**src/rtl/uart_rx_param_if.sv**
```systemverilog
// CPU-side bundle of the UART receiver: serial line in, FIFO pop in, FIFO head and status out.
// Latency: pure wiring, none.
// Backpressure: rd_en pops only when RX_VALID; a full FIFO drops words and flags RX_OVERRUN.
interface uart_rx_param_if #(
  parameter int DATA_BITS = 8
);
  logic                 UART_RX;
  logic                 rd_en;
  logic [DATA_BITS-1:0] RX_DATA;
  logic                 RX_PERR;
  logic                 RX_FERR;
  logic                 RX_VALID;
  logic                 RX_FULL;
  logic                 RX_OVERRUN;
  logic                 RX_BUSY;

  // Receiver side: consumes the line and pop, produces head word and status.
  modport master (
    input  UART_RX, rd_en,
    output RX_DATA, RX_PERR, RX_FERR, RX_VALID, RX_FULL, RX_OVERRUN, RX_BUSY
  );

  // CPU side: drives the line and pop, observes head word and status.
  modport slave (
    output UART_RX, rd_en,
    input  RX_DATA, RX_PERR, RX_FERR, RX_VALID, RX_FULL, RX_OVERRUN, RX_BUSY
  );
endinterface

```
**src/rtl/uart_rx_param.sv**
```systemverilog
// 16x-oversampling UART receiver: majority-vote sampling, parity/framing flags, show-ahead FIFO.
// Latency: RX_VALID rises 11+16*(data+parity+stop bits) clocks after the first low line sample.
// Backpressure: none on the line; a push into a full FIFO (without a pop) drops it and sets RX_OVERRUN.
module uart_rx_param #(
  parameter int DATA_BITS  = 8,
  parameter int PARITY     = 0,
  parameter int STOP_BITS  = 1,
  parameter int FIFO_DEPTH = 4
) (
  input  logic             Clk_16_9600,
  input  logic             reset,
  uart_rx_param_if.master  bus
);
  localparam int FW = DATA_BITS + 2;
  localparam int PW = $clog2(FIFO_DEPTH);
  localparam int CW = PW + 1;
  localparam logic [CW-1:0] DEPTH_C = CW'(FIFO_DEPTH);
  localparam logic          ODD_C   = (PARITY == 1);

  typedef enum logic [2:0] {S_IDLE, S_START, S_DATA, S_PARITY, S_STOP} state_t;

  state_t               state_q, state_d;
  logic                 sync1_q, sync1_d, sync2_q, sync2_d, rxs_dly_q, rxs_dly_d;
  logic [1:0]           hist_q, hist_d;
  logic [3:0]           tick_q, tick_d;
  logic [3:0]           bit_cnt_q, bit_cnt_d;
  logic                 stop_cnt_q, stop_cnt_d;
  logic [DATA_BITS-1:0] data_q, data_d;
  logic                 perr_q, perr_d, ferr_q, ferr_d;
  logic                 busy_q, busy_d;
  logic [PW-1:0]        wr_ptr_q, wr_ptr_d, rd_ptr_q, rd_ptr_d;
  logic [CW-1:0]        cnt_q, cnt_d;
  logic                 ovr_q, ovr_d;
  logic [FW-1:0]        fifo_mem [FIFO_DEPTH];

  logic                 rxs, vote, vote_edge, wrap, ferr_n, push;
  logic [FW-1:0]        push_word, head;
  logic                 pop, full, wr_ok, drop;

  // Receiver: synchroniser, bit sampling and frame state machine next-state logic.
  always_comb begin
    rxs        = sync2_q;
    sync1_d    = bus.UART_RX;
    sync2_d    = sync1_q;
    rxs_dly_d  = sync2_q;
    hist_d     = {hist_q[0], rxs};
    // Three consecutive samples around mid-bit; decision taken on the edge into tick 9.
    vote       = (rxs & hist_q[0]) | (rxs & hist_q[1]) | (hist_q[0] & hist_q[1]);
    vote_edge  = (tick_q == 4'd8);
    wrap       = (tick_q == 4'd15);
    ferr_n     = ferr_q | ~vote;
    push_word  = {ferr_n, perr_q, data_q};
    push       = 1'b0;
    state_d    = state_q;
    tick_d     = tick_q + 4'd1;
    bit_cnt_d  = bit_cnt_q;
    stop_cnt_d = stop_cnt_q;
    data_d     = data_q;
    perr_d     = perr_q;
    ferr_d     = ferr_q;
    case (state_q)
      S_IDLE: begin
        tick_d = 4'd0;
        // Falling edge only: a line stuck low after a break cannot retrigger.
        if (rxs_dly_q && !rxs) begin
          state_d    = S_START;
          bit_cnt_d  = 4'd0;
          stop_cnt_d = 1'b0;
          perr_d     = 1'b0;
          ferr_d     = 1'b0;
        end
      end
      S_START: begin
        if (vote_edge && vote) begin
          state_d = S_IDLE;
          tick_d  = 4'd0;
        end else if (wrap) begin
          state_d = S_DATA;
        end
      end
      S_DATA: begin
        if (vote_edge) begin
          data_d    = {vote, data_q[DATA_BITS-1:1]};
          bit_cnt_d = bit_cnt_q + 4'd1;
        end
        if (wrap && bit_cnt_q == 4'(DATA_BITS))
          state_d = (PARITY != 0) ? S_PARITY : S_STOP;
      end
      S_PARITY: begin
        if (vote_edge)
          perr_d = (((^data_q) ^ vote) != ODD_C);
        if (wrap)
          state_d = S_STOP;
      end
      S_STOP: begin
        if (vote_edge) begin
          ferr_d = ferr_n;
          if (stop_cnt_q == 1'(STOP_BITS - 1)) begin
            // Leave early so a start edge in the tail of the stop bit is caught.
            push    = 1'b1;
            state_d = S_IDLE;
            tick_d  = 4'd0;
          end else begin
            stop_cnt_d = stop_cnt_q + 1'b1;
          end
        end
      end
      default: begin
        state_d = S_IDLE;
        tick_d  = 4'd0;
      end
    endcase
    busy_d = (state_d != S_IDLE);
  end

  // FIFO bookkeeping: pointers, occupancy and sticky overrun.
  always_comb begin
    pop      = bus.rd_en && (cnt_q != '0);
    full     = (cnt_q == DEPTH_C);
    // A pop in the same cycle frees the slot, so a full FIFO still accepts the push.
    wr_ok    = push && (!full || pop);
    drop     = push && full && !pop;
    wr_ptr_d = wr_ok ? wr_ptr_q + PW'(1) : wr_ptr_q;
    rd_ptr_d = pop ? rd_ptr_q + PW'(1) : rd_ptr_q;
    cnt_d    = cnt_q;
    case ({wr_ok, pop})
      2'b10:   cnt_d = cnt_q + CW'(1);
      2'b01:   cnt_d = cnt_q - CW'(1);
      default: cnt_d = cnt_q;
    endcase
    ovr_d = drop ? 1'b1 : (pop ? 1'b0 : ovr_q);
  end

  // State register; reset aborts any frame and empties the FIFO.
  always_ff @(posedge Clk_16_9600 or negedge reset) begin
    if (!reset) begin
      state_q    <= S_IDLE;
      sync1_q    <= 1'b1;
      sync2_q    <= 1'b1;
      rxs_dly_q  <= 1'b1;
      hist_q     <= 2'b11;
      tick_q     <= 4'd0;
      bit_cnt_q  <= 4'd0;
      stop_cnt_q <= 1'b0;
      data_q     <= '0;
      perr_q     <= 1'b0;
      ferr_q     <= 1'b0;
      busy_q     <= 1'b0;
      wr_ptr_q   <= '0;
      rd_ptr_q   <= '0;
      cnt_q      <= '0;
      ovr_q      <= 1'b0;
    end else begin
      state_q    <= state_d;
      sync1_q    <= sync1_d;
      sync2_q    <= sync2_d;
      rxs_dly_q  <= rxs_dly_d;
      hist_q     <= hist_d;
      tick_q     <= tick_d;
      bit_cnt_q  <= bit_cnt_d;
      stop_cnt_q <= stop_cnt_d;
      data_q     <= data_d;
      perr_q     <= perr_d;
      ferr_q     <= ferr_d;
      busy_q     <= busy_d;
      wr_ptr_q   <= wr_ptr_d;
      rd_ptr_q   <= rd_ptr_d;
      cnt_q      <= cnt_d;
      ovr_q      <= ovr_d;
    end
  end

  // FIFO storage; contents need no reset since the head is masked while empty.
  always_ff @(posedge Clk_16_9600) begin
    if (wr_ok)
      fifo_mem[wr_ptr_q] <= push_word;
  end

  assign head           = fifo_mem[rd_ptr_q];
  assign bus.RX_VALID   = (cnt_q != '0);
  assign bus.RX_FULL    = full;
  assign bus.RX_OVERRUN = ovr_q;
  assign bus.RX_BUSY    = busy_q;
  assign bus.RX_DATA    = bus.RX_VALID ? head[DATA_BITS-1:0] : '0;
  assign bus.RX_PERR    = bus.RX_VALID & head[DATA_BITS];
  assign bus.RX_FERR    = bus.RX_VALID & head[DATA_BITS+1];
endmodule

```
**src/flat_wrapper.sv**
```systemverilog
// flat-port wrapper written by rule: the top's interface ports become plain ports
module uart_rx_param_flat 
#(
  parameter int DATA_BITS  = 8,
  parameter int PARITY     = 0,
  parameter int STOP_BITS  = 1,
  parameter int FIFO_DEPTH = 4
)
  (Clk_16_9600, reset, bus_UART_RX, bus_rd_en, bus_RX_DATA, bus_RX_PERR, bus_RX_FERR, bus_RX_VALID, bus_RX_FULL, bus_RX_OVERRUN, bus_RX_BUSY);
  uart_rx_param_if #(.DATA_BITS(DATA_BITS)) bus_i ();
  input  logic Clk_16_9600;
  input  logic reset;
  input wire logic [$bits(bus_i.UART_RX)-1:0] bus_UART_RX;
  input wire logic [$bits(bus_i.rd_en)-1:0] bus_rd_en;
  output wire logic [$bits(bus_i.RX_DATA)-1:0] bus_RX_DATA;
  output wire logic [$bits(bus_i.RX_PERR)-1:0] bus_RX_PERR;
  output wire logic [$bits(bus_i.RX_FERR)-1:0] bus_RX_FERR;
  output wire logic [$bits(bus_i.RX_VALID)-1:0] bus_RX_VALID;
  output wire logic [$bits(bus_i.RX_FULL)-1:0] bus_RX_FULL;
  output wire logic [$bits(bus_i.RX_OVERRUN)-1:0] bus_RX_OVERRUN;
  output wire logic [$bits(bus_i.RX_BUSY)-1:0] bus_RX_BUSY;
  assign bus_i.UART_RX = bus_UART_RX;
  assign bus_i.rd_en = bus_rd_en;
  assign bus_RX_DATA = bus_i.RX_DATA;
  assign bus_RX_PERR = bus_i.RX_PERR;
  assign bus_RX_FERR = bus_i.RX_FERR;
  assign bus_RX_VALID = bus_i.RX_VALID;
  assign bus_RX_FULL = bus_i.RX_FULL;
  assign bus_RX_OVERRUN = bus_i.RX_OVERRUN;
  assign bus_RX_BUSY = bus_i.RX_BUSY;
  uart_rx_param #(.DATA_BITS(DATA_BITS), .PARITY(PARITY), .STOP_BITS(STOP_BITS), .FIFO_DEPTH(FIFO_DEPTH)) u_core (.Clk_16_9600(Clk_16_9600), .reset(reset), .bus(bus_i));
endmodule
```
**config.mk**
```make
export PLATFORM = sky130hd
export DESIGN_NAME = uart_rx_param_flat
export DESIGN_NICKNAME = d
export VERILOG_FILES = /design/src/rtl/uart_rx_param_if.sv /design/src/rtl/uart_rx_param.sv /design/src/flat_wrapper.sv
export SDC_FILE = /design/constraint.sdc
export NUM_CORES = 1
export LEC_CHECK = 0
export CAP_MARGIN = 10
export CORE_MARGIN = 2
export CORE_UTILIZATION = 30
export DETAILED_ROUTE_END_ITERATION = 12
export HOLD_SLACK_MARGIN = 0.15
export PLACE_DENSITY = 0.46
export SLEW_MARGIN = 5
export SYNTH_ARGS = -nofsm -noshare
export SYNTH_HDL_FRONTEND = slang
export SYNTH_SLANG_ARGS = --single-unit
```
**constraint.sdc**
```tcl
create_clock -name Clk_16_9600 -period 2.99 [get_ports Clk_16_9600]
set_input_delay 0.598 -clock Clk_16_9600 [delete_from_list [all_inputs] [get_ports Clk_16_9600]]
set_output_delay 0.598 -clock Clk_16_9600 [all_outputs]
set_load 0.02 [all_outputs]
```
==> run summary <==
========================================================================================
Clock transition at the registers of the reported paths ...................        90 ps
Reg-to-Reg End ............................................................ u_core.cnt_q[2]$_DFFE_PN0P_
Count of different cell masters after synthesis ...........................           44
Placed wire-length estimate after detailed placement ......................      3648 µm
Pwr Total .................................................................     2.483 mW
Summed instance area of the synthesized netlist ...........................     3226 µm²
Maximum number of pins on one net before global-route repair ..............           35
H-tree depth ..............................................................            3
Setup TNS after final layout ..............................................         0 ps
Number of search-and-repair iterations in the first detailed-routing pass .            4
Cell chosen for the clock root ............................................ sky130_fd_sc_hd__clkbuf_8
Average wire per cell in the routed design ................................     13.91 µm
Number of vias per cell after detailed routing ............................        4.309
Power density normalized to cell area ..................................... 660.8 nW/µm²
Number of antenna violations at the first check in global routing .........            0
Data required time of the worst path ......................................      2390 ps
Share of the yosys chip area belonging to registers .......................       0.6377
Total via count in the routed design ......................................         1689
Starting DRT DRC Count ....................................................           60
Clock Sink Count ..........................................................           74
Height of the chip ........................................................     107.7 µm
Clock insertion delay at the later pin of the skew report .................       340 ps
Via count of the first global-routing pass ................................         1759
Diode count ...............................................................            0
Cell internal power dissipation ...........................................     1.809 mW
Share of cells above drive strength 1 .....................................       0.1719
Final setup margin ........................................................     253.5 ps
Max Transition Viols Final ................................................            0
Highest attainable clock frequency ........................................    365.4 MHz
All-layer global routing usage ............................................       0.1052
Worst EP arrival ..........................................................      2140 ps
Setup Crit Path Kind ...................................................... flop to output pin
Worst Setup End Kind ......................................................   output pin
Run status ................................................................ complete, no violations
Number of placement rows ..................................................           37
Core Area .................................................................    10370 µm²
Area growth from synthesis to layout ......................................       16.49%
NumNets Final .............................................................          265
Cell count after synthesis ................................................          227
Clock buffers created by TritonCTS ........................................            9
LEAKAGE ...................................................................     1.539 nW
Final routed DRC violation total ..........................................            0
Psw .......................................................................    0.6744 mW
Class of the tightest hold or removal check ............................... primary input to asynchronous set/reset pin
Number of flops mapped to enable cells by yosys ...........................           40
Global-route wire length before repair ....................................      9163 µm
Final antenna-violating net count .........................................            0
Reg-to-Reg Start .......................................................... u_core.tick_q[0]$_DFF_PN0_
Share of the clock period used by the worst path after layout .............       0.9152
Die area ..................................................................    11600 µm²
Net count after synthesis .................................................          241
Clock group share of total power ..........................................        0.343
Share of total power in sequential cells ..................................        0.489
Worst Max-Slew Pin Slew ...................................................     797.2 ps
Fin util ..................................................................       0.3623
Register bit total from synthesis .........................................           74
Number of resized instances in the post-cts repair step ...................            0
Port bufs .................................................................           17
Final worst clock skew ....................................................     14.61 ps
Max Buffers Root-to-Sink ..................................................            2
Count of final hold-check violations ......................................            0
Number of filler cells placed in the layout ...............................         1008
# Post-CTS Setup Buffers ..................................................            0
Global route overflow .....................................................            0
Cells on worst reg2reg path ...............................................           12
Count of pins on the block boundary .......................................           18
Total Wirelength ..........................................................      5453 µm
Number of warnings reported in the yosys synthesis log ....................            0
Worst slew margin relative to its limit ...................................       0.4685
Post-synthesis async set-or-reset flop share ..............................       0.4595
Crit path time final ......................................................      2736 ps
Starting Density ..........................................................       0.3111
Max Fanout on Critical Path ...............................................           11
Register-to-register setup slack ..........................................       550 ps
Unrepaired setup endpoints after global routing ...........................           no
Startpoint kind of the worst setup timing path ............................         flop
Hold buffer count at cts ..................................................            0
Max-cap violations ........................................................            0
Final Wtd Congestion ......................................................       0.6968
Sw Share ..................................................................       0.2716
Worst-case setup slack after placement ....................................     516.1 ps
VDD IR max ................................................................     346.4 µV
Die Span X ................................................................     107.7 µm
TritonCTS clock tree ......................................................         done
Setup violations, final ...................................................            0
Predominant post-synthesis flop cell ...................................... sky130_fd_sc_hd__edfxtp_1
Logic gate share of total power ...........................................        0.168
Mapped Avg Cell Area ......................................................    14.21 µm²
========================================================================================
## power groups by stage
stage               Combinational, mW  Clock (mW)  Sequential (mW)
global placement                0.427           0             1.24
finish                          0.417       0.852             1.21
CTS                             0.428       0.882             1.22
detailed placement              0.426           0             1.24
floorplan                       0.303           0             1.23
global route                    0.474       0.921             1.23
## cells by family after synthesis
family / count (synthesis) / share of synthesized area
DFF: 74 / 0.6377
xor gates and xnor gates: 17 / 0.05042
and+or+nand+nor: 82 / 0.1362
buffers and inverters: 19 / 0.02638
muxes: 12 / 0.07758
adders and majority gates: 11 / 0.04461
AOI/OAI and AO/OA: 12 / 0.02715
## worst max path at each step
stage / from / to / slack (ps)
6_report: u_core.rd_ptr_q[1]$_DFFE_PN0P_ / bus_RX_DATA[1] / 250
5_1_grt: u_core.rd_ptr_q[1]$_DFFE_PN0P_ / bus_RX_DATA[1] / 130
4_1_cts: u_core.rd_ptr_q[1]$_DFFE_PN0P_ / bus_RX_DATA[1] / 180
3_5_place_dp: bus_rd_en / u_core.cnt_q[2]$_DFFE_PN0P_ / 520
3_3_place_gp: u_core.tick_q[0]$_DFF_PN0_ / u_core.cnt_q[1]$_DFFE_PN0P_ / 570
2_1_floorplan: u_core.tick_q[0]$_DFF_PN0_ / u_core.cnt_q[2]$_DFFE_PN0P_ / 730
## sequential cells by signal, indices dropped and copies added (netlist names)
signal,count
u_core.fifo_mem,40
u_core.data_q,8
u_core.bit_cnt_q,4
u_core.tick_q,4
u_core.cnt_q,3
u_core.state_q,3
u_core.hist_q,2
u_core.rd_ptr_q,2
u_core.wr_ptr_q,2
u_core.bus.RX_BUSY,1
u_core.bus.RX_OVERRUN,1
u_core.ferr_q,1
u_core.perr_q,1
u_core.rxs,1
u_core.sync1_q,1
## layout make-up
type	count	area, µm²	share of cell area
sequential	74	2057	0.5475
inverter	13	48.80	0.01299
multi-input combinational	134	1084	0.2884
clock inverter	6	90.09	0.02398
timing repair buffer	19	180.2	0.04795
tap	136	170.2	0.04529
clock buffer	10	127.6	0.03397
## stage by stage
step	std cells	cell area (µm²)	hold WS (ps)
after detailed placement	376	3540	346.8
after floorplan	227	3226	302.4
after global placement	376	3540	346.4
after global routing	392	3757	364.6
final	392	3757	325.2
after CTS	392	3757	357.2
## synthesized netlist by cell type (2+ instances only)
| library cell | n | area [µm²] |
|---|---|---|
| sky130_fd_sc_hd__edfxtp_1 | 40 | 1201 |
| sky130_fd_sc_hd__nand2_1 | 31 | 116.4 |
| sky130_fd_sc_hd__dfrtp_1 | 30 | 750.7 |
| sky130_fd_sc_hd__inv_1 | 13 | 48.80 |
| sky130_fd_sc_hd__xnor2_1 | 12 | 105.1 |
| sky130_fd_sc_hd__nor2_1 | 11 | 41.29 |
| sky130_fd_sc_hd__and2_1 | 10 | 62.56 |
| sky130_fd_sc_hd__mux4_2 | 10 | 225.2 |
| sky130_fd_sc_hd__ha_1 | 9 | 112.6 |
| sky130_fd_sc_hd__a21oi_1 | 4 | 20.02 |
| sky130_fd_sc_hd__and2_2 | 4 | 30.03 |
| sky130_fd_sc_hd__dfstp_2 | 4 | 105.1 |
| sky130_fd_sc_hd__nand3_1 | 4 | 20.02 |
| sky130_fd_sc_hd__xor2_1 | 4 | 35.03 |
| sky130_fd_sc_hd__and3_1 | 3 | 18.77 |
| sky130_fd_sc_hd__nand2b_1 | 3 | 18.77 |
| sky130_fd_sc_hd__or3_1 | 3 | 18.77 |
| sky130_fd_sc_hd__and3b_1 | 2 | 17.52 |
| sky130_fd_sc_hd__buf_2 | 2 | 10.01 |
| sky130_fd_sc_hd__clkbuf_1 | 2 | 7.510 |
| sky130_fd_sc_hd__nor4_1 | 2 | 12.51 |
| sky130_fd_sc_hd__o21ai_0 | 2 | 10.01 |
## layout by cell type, fill, tap and decap left out, types with 10 or more instances in the layout
| cell type | Yosys | final |
|---|---|---|
| sky130_fd_sc_hd__edfxtp_1 | 40 | 40 |
| sky130_fd_sc_hd__nand2_1 | 31 | 31 |
| sky130_fd_sc_hd__dfrtp_1 | 30 | 30 |
| sky130_fd_sc_hd__clkdlybuf4s50_1 | 0 | 16 |
| sky130_fd_sc_hd__inv_1 | 13 | 13 |
| sky130_fd_sc_hd__xnor2_1 | 12 | 12 |
| sky130_fd_sc_hd__nor2_1 | 11 | 11 |
| sky130_fd_sc_hd__mux4_2 | 10 | 10 |
| sky130_fd_sc_hd__and2_1 | 10 | 10 |
## metal layers
metal	share of wire	up-vias	wire, µm	global-route usage
met4	0.010	0	57	0.03571
met5	0	-	0	0
li1	-	836	-	-
met1	0.50	829	2727	0.1381
met2	0.46	18	2535	0.1662
met3	0.024	6	132	0.03087
## critical path, stage by stage, from the launching register on
cell	delay (ps)
sky130_fd_sc_hd__dfrtp_1	700
sky130_fd_sc_hd__mux4_2	400
sky130_fd_sc_hd__and2_1	170
sky130_fd_sc_hd__clkdlybuf4s50_1	530
Note: power is estimated with default switching activity, not from simulation.
